--- config.mk ---
export PLATFORM = sky130hd
export DESIGN_NAME = lsu
export DESIGN_NICKNAME = d
export VERILOG_FILES = /design/src/rtl/lsu_pkg.sv /design/src/rtl/lsu_align.sv /design/src/rtl/lsu.sv
export SDC_FILE = /design/constraint.sdc
export NUM_CORES = 1
export LEC_CHECK = 0
export CORE_MARGIN = 5
export CORE_UTILIZATION = 44
export DETAILED_ROUTE_END_ITERATION = 6
export GPL_ROUTABILITY_DRIVEN = 0
export HOLD_SLACK_MARGIN = 0.08
export PLACE_DENSITY = 0.8
export SYNTH_ARGS = -nofsm -noshare
export SYNTH_HDL_FRONTEND = slang
export SYNTH_SLANG_ARGS = --single-unit
--- constraint.sdc ---
create_clock -name clk -period 2 [get_ports clk]
set_input_delay 0.5 -clock clk [delete_from_list [all_inputs] [get_ports clk]]
set_output_delay 0.5 -clock clk [all_outputs]
set_load 0.03 [all_outputs]
--- src/rtl/lsu_pkg.sv ---
// Shared types and constants for the load/store unit: FSM states, funct3 encodings
// and the alignment rule used by both the datapath and the control.
package lsu_pkg;

    localparam int unsigned XLEN = 32;
    localparam int unsigned BE_W = XLEN / 8;

    typedef enum logic [1:0] {
        IDLE,
        BUSY,
        RESP
    } lsu_state_e;

    localparam logic [2:0] F3_B  = 3'b000;
    localparam logic [2:0] F3_H  = 3'b001;
    localparam logic [2:0] F3_W  = 3'b010;
    localparam logic [2:0] F3_BU = 3'b100;
    localparam logic [2:0] F3_HU = 3'b101;

    // size is funct3[1:0]; 2'b11 falls into the word case with 2'b10.
    function automatic logic is_aligned(input logic [1:0] size, input logic [1:0] off);
        case (size)
            F3_B[1:0]: return 1'b1;
            F3_H[1:0]: return ~off[0];
            default:   return off == 2'b00;
        endcase
    endfunction

endpackage

--- src/rtl/lsu_align.sv ---
// Combinational lane steering: store byte enables / replicated write data, and
// load byte/halfword extraction with sign or zero extension.
module lsu_align
    import lsu_pkg::*;
(
    input  logic [1:0]      st_size,
    input  logic [1:0]      st_off,
    input  logic [XLEN-1:0] store_data,
    output logic [BE_W-1:0] be,
    output logic [XLEN-1:0] wdata,
    input  logic [2:0]      ld_funct3,
    input  logic [1:0]      ld_off,
    input  logic [XLEN-1:0] rdata,
    output logic [XLEN-1:0] ldata
);

    logic [7:0]  ld_byte;
    logic [15:0] ld_half;
    logic        ld_zext;

    always_comb begin
        be    = 4'b1111;
        wdata = store_data;
        case (st_size)
            F3_B[1:0]: begin
                be    = 4'b0001 << st_off;
                wdata = {4{store_data[7:0]}};
            end
            F3_H[1:0]: begin
                be    = st_off[1] ? 4'b1100 : 4'b0011;
                wdata = {2{store_data[15:0]}};
            end
            default: ;
        endcase
    end

    always_comb begin
        ld_byte = rdata[7:0];
        case (ld_off)
            2'b01:   ld_byte = rdata[15:8];
            2'b10:   ld_byte = rdata[23:16];
            2'b11:   ld_byte = rdata[31:24];
            default: ;
        endcase
        ld_half = ld_off[1] ? rdata[31:16] : rdata[15:0];
        ld_zext = (ld_funct3 == F3_BU) || (ld_funct3 == F3_HU);
        case (ld_funct3[1:0])
            F3_B[1:0]: ldata = {{24{ld_byte[7] & ~ld_zext}}, ld_byte};
            F3_H[1:0]: ldata = {{16{ld_half[15] & ~ld_zext}}, ld_half};
            default:   ldata = rdata;
        endcase
    end

endmodule

--- src/rtl/lsu.sv ---
// Load/store unit: single-outstanding req/ack data bus master with pipeline stall,
// misalignment detection and a bounded wait for the slave's acknowledge.
module lsu
    import lsu_pkg::*;
#(
    parameter int unsigned TIMEOUT = 255
) (
    input  logic            clk,
    input  logic            rst,
    input  logic            mem_read,
    input  logic            mem_wr,
    input  logic [2:0]      funct3,
    input  logic [XLEN-1:0] addr,
    input  logic [XLEN-1:0] store_data,
    output logic [XLEN-1:0] load_data,
    output logic            load_valid,
    output logic            stall,
    output logic            misaligned,
    output logic            bus_err,
    output logic            bus_req,
    output logic            bus_we,
    output logic [XLEN-1:0] bus_addr,
    output logic [BE_W-1:0] bus_be,
    output logic [XLEN-1:0] bus_wdata,
    input  logic            bus_ack,
    input  logic [XLEN-1:0] bus_rdata
);

    localparam int unsigned     CNT_W    = $clog2(TIMEOUT + 1);
    localparam logic [CNT_W-1:0] CNT_LAST = CNT_W'(TIMEOUT - 1);

    lsu_state_e       state_q, state_d;
    logic [CNT_W-1:0] cnt_q, cnt_d;
    logic             req_q, req_d;
    logic             err_q, err_d;
    logic [XLEN-1:0]  ld_q, ld_d;
    logic             we_q;
    logic [XLEN-1:0]  addr_q, wdata_q;
    logic [BE_W-1:0]  be_q;
    logic [2:0]       f3_q;
    logic [1:0]       off_q;

    logic            req, aligned, accept;
    logic [BE_W-1:0] be_n;
    logic [XLEN-1:0] wdata_n, ldata_ext;

    assign req     = mem_read | mem_wr;
    assign aligned = is_aligned(funct3[1:0], addr[1:0]);
    assign accept  = (state_q == IDLE) & req & aligned;

    lsu_align u_align (
        .st_size    (funct3[1:0]),
        .st_off     (addr[1:0]),
        .store_data (store_data),
        .be         (be_n),
        .wdata      (wdata_n),
        .ld_funct3  (f3_q),
        .ld_off     (off_q),
        .rdata      (bus_rdata),
        .ldata      (ldata_ext)
    );

    always_comb begin
        state_d = state_q;
        cnt_d   = cnt_q;
        req_d   = req_q;
        err_d   = err_q;
        ld_d    = ld_q;
        case (state_q)
            IDLE: begin
                if (accept) begin
                    state_d = BUSY;
                    cnt_d   = '0;
                    req_d   = 1'b1;
                end
            end
            BUSY: begin
                if (bus_ack) begin
                    state_d = RESP;
                    req_d   = 1'b0;
                    if (!we_q) begin
                        ld_d = ldata_ext;
                    end
                end else if (cnt_q == CNT_LAST) begin
                    state_d = RESP;
                    req_d   = 1'b0;
                    err_d   = 1'b1;
                    ld_d    = '0;
                end else begin
                    cnt_d = cnt_q + CNT_W'(1);
                end
            end
            RESP: begin
                state_d = IDLE;
                err_d   = 1'b0;
            end
            default: begin
                state_d = IDLE;
                req_d   = 1'b0;
                err_d   = 1'b0;
            end
        endcase
    end

    always_ff @(posedge clk or negedge rst) begin
        if (!rst) begin
            state_q <= IDLE;
            cnt_q   <= '0;
            req_q   <= 1'b0;
            err_q   <= 1'b0;
            ld_q    <= '0;
        end else begin
            state_q <= state_d;
            cnt_q   <= cnt_d;
            req_q   <= req_d;
            err_q   <= err_d;
            ld_q    <= ld_d;
        end
    end

    // Transaction attributes are frozen at acceptance so the bus stays stable while waiting.
    always_ff @(posedge clk or negedge rst) begin
        if (!rst) begin
            we_q    <= 1'b0;
            addr_q  <= '0;
            be_q    <= '0;
            wdata_q <= '0;
            f3_q    <= '0;
            off_q   <= '0;
        end else if (accept) begin
            we_q    <= mem_wr;
            addr_q  <= {addr[XLEN-1:2], 2'b00};
            be_q    <= be_n;
            wdata_q <= wdata_n;
            f3_q    <= funct3;
            off_q   <= addr[1:0];
        end
    end

    assign bus_req    = req_q;
    assign bus_we     = we_q;
    assign bus_addr   = addr_q;
    assign bus_be     = be_q;
    assign bus_wdata  = wdata_q;
    assign bus_err    = err_q;
    assign load_data  = ld_q;
    assign load_valid = (state_q == RESP) & ~we_q & ~err_q;
    assign misaligned = (state_q == IDLE) & req & ~aligned;
    // Reset also masks the combinational accept term so stall drops while rst is held.
    assign stall      = rst & (accept | (state_q == BUSY));

endmodule
* Word level (Yosys, flattened, before mapping) *
Index checks and enable logic that the tools add are counted.

cells by class
  mux-type cells = 25
  shifts and indexed selects = 1
  bitwise logic cells = 17
  eq/ne operators = 16
  reduce and logical (&&, ||, !) cells = 12
  $add $sub $neg = 1

operator list
  kind                   number
  $pmux W32 S2           2
  $mux W32               3
  $mux W8                3
  $pmux W8 S3            1
  $mux W16               1
  $pmux W8 S2            1
  $ne A2 B2 Y1 const B   5
  $reduce_and A3 Y1      3
  $add A8 B1 Y8 const B  1
  $and A1 B1 Y1          8
  $eq A2 B1 Y1 const B   4
  $eq A8 B8 Y1 const B   1
  $logic_not A2 Y1       4
  $pmux W4 S2            1
  $not A1 Y1             7
  $eq A2 B2 Y1 const B   3
  $eq A3 B3 Y1 const B   2
  $mux W2                3
  $mux W1                5
  $mux W4                1
  $pmux W1 S2            2
  $pmux W2 S2            1
  $reduce_and A4 Y1      1
  $reduce_bool A2 Y1     2
  6 further kinds        7

word-level totals
  output and inout bits = 106
  flip-flop bits (word level) = 116

* Depth between registers and ports, before layout *
  depth in word-level cells = 7
  gate-level depth with buffers = 7

* Hierarchy *
Synthesis repeated with hierarchy kept, for this count alone.

unflattened totals
  cell total of the unflattened synthesis = 486
  area total of the unflattened synthesis = 5,899.4 um^2

by module, submodules not included
  module     times used  area an instance (um^2)  cells each
  lsu        1           4,476.8                  296
  lsu_align  1           1,422.6                  190

* Least setup slack after synthesis *
No wires, ideal clock.

  kind = flip-flop to output port
  start = register we_q (netlist: bus_we)
  end = output load_valid
  required time = 1.500 ns
  cell stages (with the launch flop) = 2
  buffers on the path = 0
  setup slack = -0.102 ns
  arrival = 1.602 ns
  cells stage by stage = dfrtp_1 > nor4b_1

on the way
  cells in the longest elaborated chain, start to end = 3

RTL lines
  what                        line        RTL
  start: declaration          lsu.sv:37   logic we_q;
  start signal: assignment    lsu.sv:131  we_q <= mem_wr;
  $not A1 Y1                  lsu.sv:147  assign load_valid = (state_q == RESP) & ~we_q & ~err_q;
  $and A1 B1 Y1 (2 in a row)  lsu.sv:147
  end: declaration            lsu.sv:16   output logic load_valid,

No other way between the ends.

* Final worst setup path *
  start = register state_q[0]
  end = output stall

on the way
  cells in the longest elaborated chain, start to end = 5
  elaborated cells on any way between the ends = 6

RTL lines
  what                        line        RTL
  start: declaration          lsu.sv:32   lsu_state_e state_q, state_d;
  start signal: assignment    lsu.sv:113  state_q <= state_d;
  $logic_not A2 Y1            lsu.sv:49   assign accept = (state_q == IDLE) & req & aligned;
  $and A1 B1 Y1 (2 in a row)  lsu.sv:49
  $or A1 B1 Y1 (*)            lsu.sv:150  assign stall = rst & (accept | (state_q == BUSY));
  $and A1 B1 Y1 (*)           lsu.sv:150
  end: declaration            lsu.sv:17   output logic stall,

Every way passes the cells marked *; elsewhere a longest branch is shown, timed or not.

==> impl_metrics.ini <==
[outcome]
status = finished with violations
violations = setup timing

[timing]
worst_pin_slew_ns = 0.661
layout_worst_path_cycle_share = 1.00
max_freq_mhz = 500
slew_violations = 0
hold_viol = 0
clock_skew_ns = 0.00949
fin_crit_ns = 2.00
setup_violations = 1
worst_slack_ns = -0.000979
hold_slack_ns = 0.176
slew_headroom = 0.560
rsz0062_at_grt = yes

[route]
drc_errors = 0
first_pass_iters = 7
wire_per_inst_um = 18.0
drt_iter0_drc = 499
ant_nets = 0
vias = 5147
drt-vias-per-instance = 5.45
drt_wl_total_mm = 17.0

[cts]
clock_sinks = 116
htreeDepth = 4
cts_tree = done
cts_root_buf = clkbuf_16
max-clock-path-buffers = 2
path_clk_slew_ns = 0.05
cts_hold_buf = 0
clock_latency_ns = 0.41
cts-buffers-inserted = 17

[power]
seqPwrFrac = 0.307
powerDensity_mw_per_mm2 = 1470
pwr-share-clk = 0.237
netSwitchingPower_mw = 4.85
power.total_mw = 12.5
p_comb_frac = 0.456
p_int_mw = 7.67
p_sw_frac = 0.387
p_leak_nw = 4.13
vdd_drop_max_mv = 0.758

[setup_path]
end_kind = primary output
timing.rr.end = load_data[6]
crit_required_ns = 1.50
setup.worst_path.end = stall
critPathSlowestCell = dfrtp_2
critical_path.startpoint = state_q[0]
crit_chain = nor2_4 > and4b_2 > o21a_2 > buf_6
crit-reg2reg-launch = off_q[1]
worstSetupPathType = flop to primary output
reg2reg_depth = 5
critPathArrivalTime_ns = 1.50
slowest_delay_ns = 0.46
start_kind = flop
crit_fanout = 7
rrSetupSlack_ns = 0.13

[final_layout]
area_growth_syn_to_layout_pct = 58.0
antenna_cells = 0
fin_nets = 893
drive_above_1_share = 0.129

[placed_design]
io_buffer_count = 207
hpwl_mm = 12.4

[floorplanning]
pin_count = 210
die_area_mm2 = 0.0146
die_h_um = 121
initial_core_util = 0.449
core-area_mm2 = 0.0120
die_w_um = 121
std_cell_rows = 40

[synthesis]
synth_simple_gate_area_frac = 0.198
synth_top_area_share = 0.538
yosysMostFrequentCell = nand2_1
synth_area_per_cell_um2 = 9.70
post_synth_xor_area_fraction = 0.00487
yosysTopAreaCell = dfrtp_1
ys_seq_elements = 116
syn_area_mm2 = 0.00540
ys_types = 55
yosysWarnings = 0
yosysSeqAreaShare = 0.538
yosys_most_used_dff = dfrtp_1
netlist_top_cells_area = dfrtp_1 54%, nand2_1 11%, mux2i_1 4.8%
syn-instance-count = 556
synth_top_family_by_area = simple AND/OR/NAND/NOR gates
ys_top_cells_by_count = 157 x nand2_1, 116 x dfrtp_1, 41 x o21ai_0
synthAdderAreaFrac = 0.00464
synthMuxAreaShare = 0.0566
synth-edff-count = 0
synthArstFlopShare = 1.00
synth_compound_area_frac = 0.158

[grt]
grt_usage = 0.234
gr-total-overflow = 0
grt_max_degree = 117
first_global_vias = 5326
grt_first_pass_wirelength_mm = 26.8
antenna_found_initial = 0

[min_path]
hold_class = input pin to async pin

[run]
maxCapViolations = 0
[metrics by stage]
stage	setup slack (ns)	instance area, µm²	utilization	std cells	TNS [ns]
final	-0.000979	8520	0.709	945	-0.000979
after global routing	-0.0759	8520	0.709	945	-0.141
after CTS	-0.0261	8400	0.699	938	-0.0261
after detailed placement	-0.426	7800	0.650	907	-21.10
after global placement	-0.376	7800	0.650	907	-15.55
after floorplan	0.0462	5410	-	557	0
[power groups by stage]
stage	Clock (mW)	Sequential, mW	Combinational, mW
6_report	2.97	3.84	5.71
5_1_grt	3.12	3.96	6.05
4_1_cts	3.01	3.86	5.70
2_1_floorplan	0	5.43	1.49
3_5_place_dp	0	3.87	5.68
3_3_place_gp	0	3.80	5.57
[registers in the layout (all words and copies together) (netlist names)]
register,flops
bus_err,1
f3_q,3
off_q,2
bus_wdata,32
load_data,32
bus_addr,30
bus_we,1
bus_req,1
state_q,2
cnt_q,8
bus_be,4
[critical path: cells and delay by family (launching register included)]
family | cells | cell delay, ns
compound gates | 1 | 0.13
buf+inv | 1 | 0.13
flops | 1 | 0.46
simple gates | 2 | 0.38
[cells by family (layout without fill, tap and decap cells)]
group / after synthesis / count (layout)
compound gates: 120 / 120
xor+xnor: 3 / 3
fa+ha+maj: 2 / 2
buf+inv: 47 / 288
flops: 116 / 116
mux: 29 / 29
other cells: 1 / 2
simple gates: 238 / 238
[cell type report]
type,count,area (µm²)
Clock buffer,26,509
Timing Repair Buffer,250,2500
Inverter,8,30.0
Multi-Input combinational cell,394,2320
Tap cell,147,184
Clock inverter,4,70.1
Fill cell,908,3490
Sequential cell,116,2910
[cells in the final DEF (no fill, tap or decap), types with 3 or more instances in the layout]
cell type	count
a21o_1	3
o21ai_0	39
a221o_1	13
clkbuf_1	4
a211o_1	9
clkbuf_16	17
nor2b_1	5
nand3_1	29
dlygate4sd2_1	10
a31oi_1	7
a21oi_1	19
dfrtp_1	114
a221o_2	10
clkbuf_8	5
buf_4	40
mux2i_1	26
o31ai_1	3
xor2_1	3
dlymetal6s2s_1	20
inv_1	8
buf_12	6
nor2_1	21
nand2_1	157
clkdlybuf4s50_1	173
[per-layer routing]
layer  wire (µm)  vias up  track usage
met4         469        0       0.0977
li1            -     2401            -
met3        1760       44        0.101
met1        6540     2449        0.269
met5           0        -            0
met2        8230      253        0.382
[worst min path at each step]
stage / startpoint / endpoint / slack (ns) / depth (start not counted)
after global placement: bus_addr[28] / bus_addr[28] / 0.46 / 2
after floorplan: rst / bus_addr[10] / 0.20 / 0
final: rst / bus_err / 0.18 / 2
after global routing: rst / bus_err / 0.25 / 2
after CTS: rst / load_data[18] / 0.23 / 2
after detailed placement: bus_addr[27] / bus_addr[27] / 0.46 / 2
[what timing repair did]
action | 4_1_cts | 5_1_grt
setup buffers | 1 | 7
endpoints found under the hold margin | 0 | 0
resized for setup | 19 | 21
setup endpoints to repair | 10 | 46
pin swaps | 4 | 2
No activity file was read; power rests on OpenSTA's default activity.
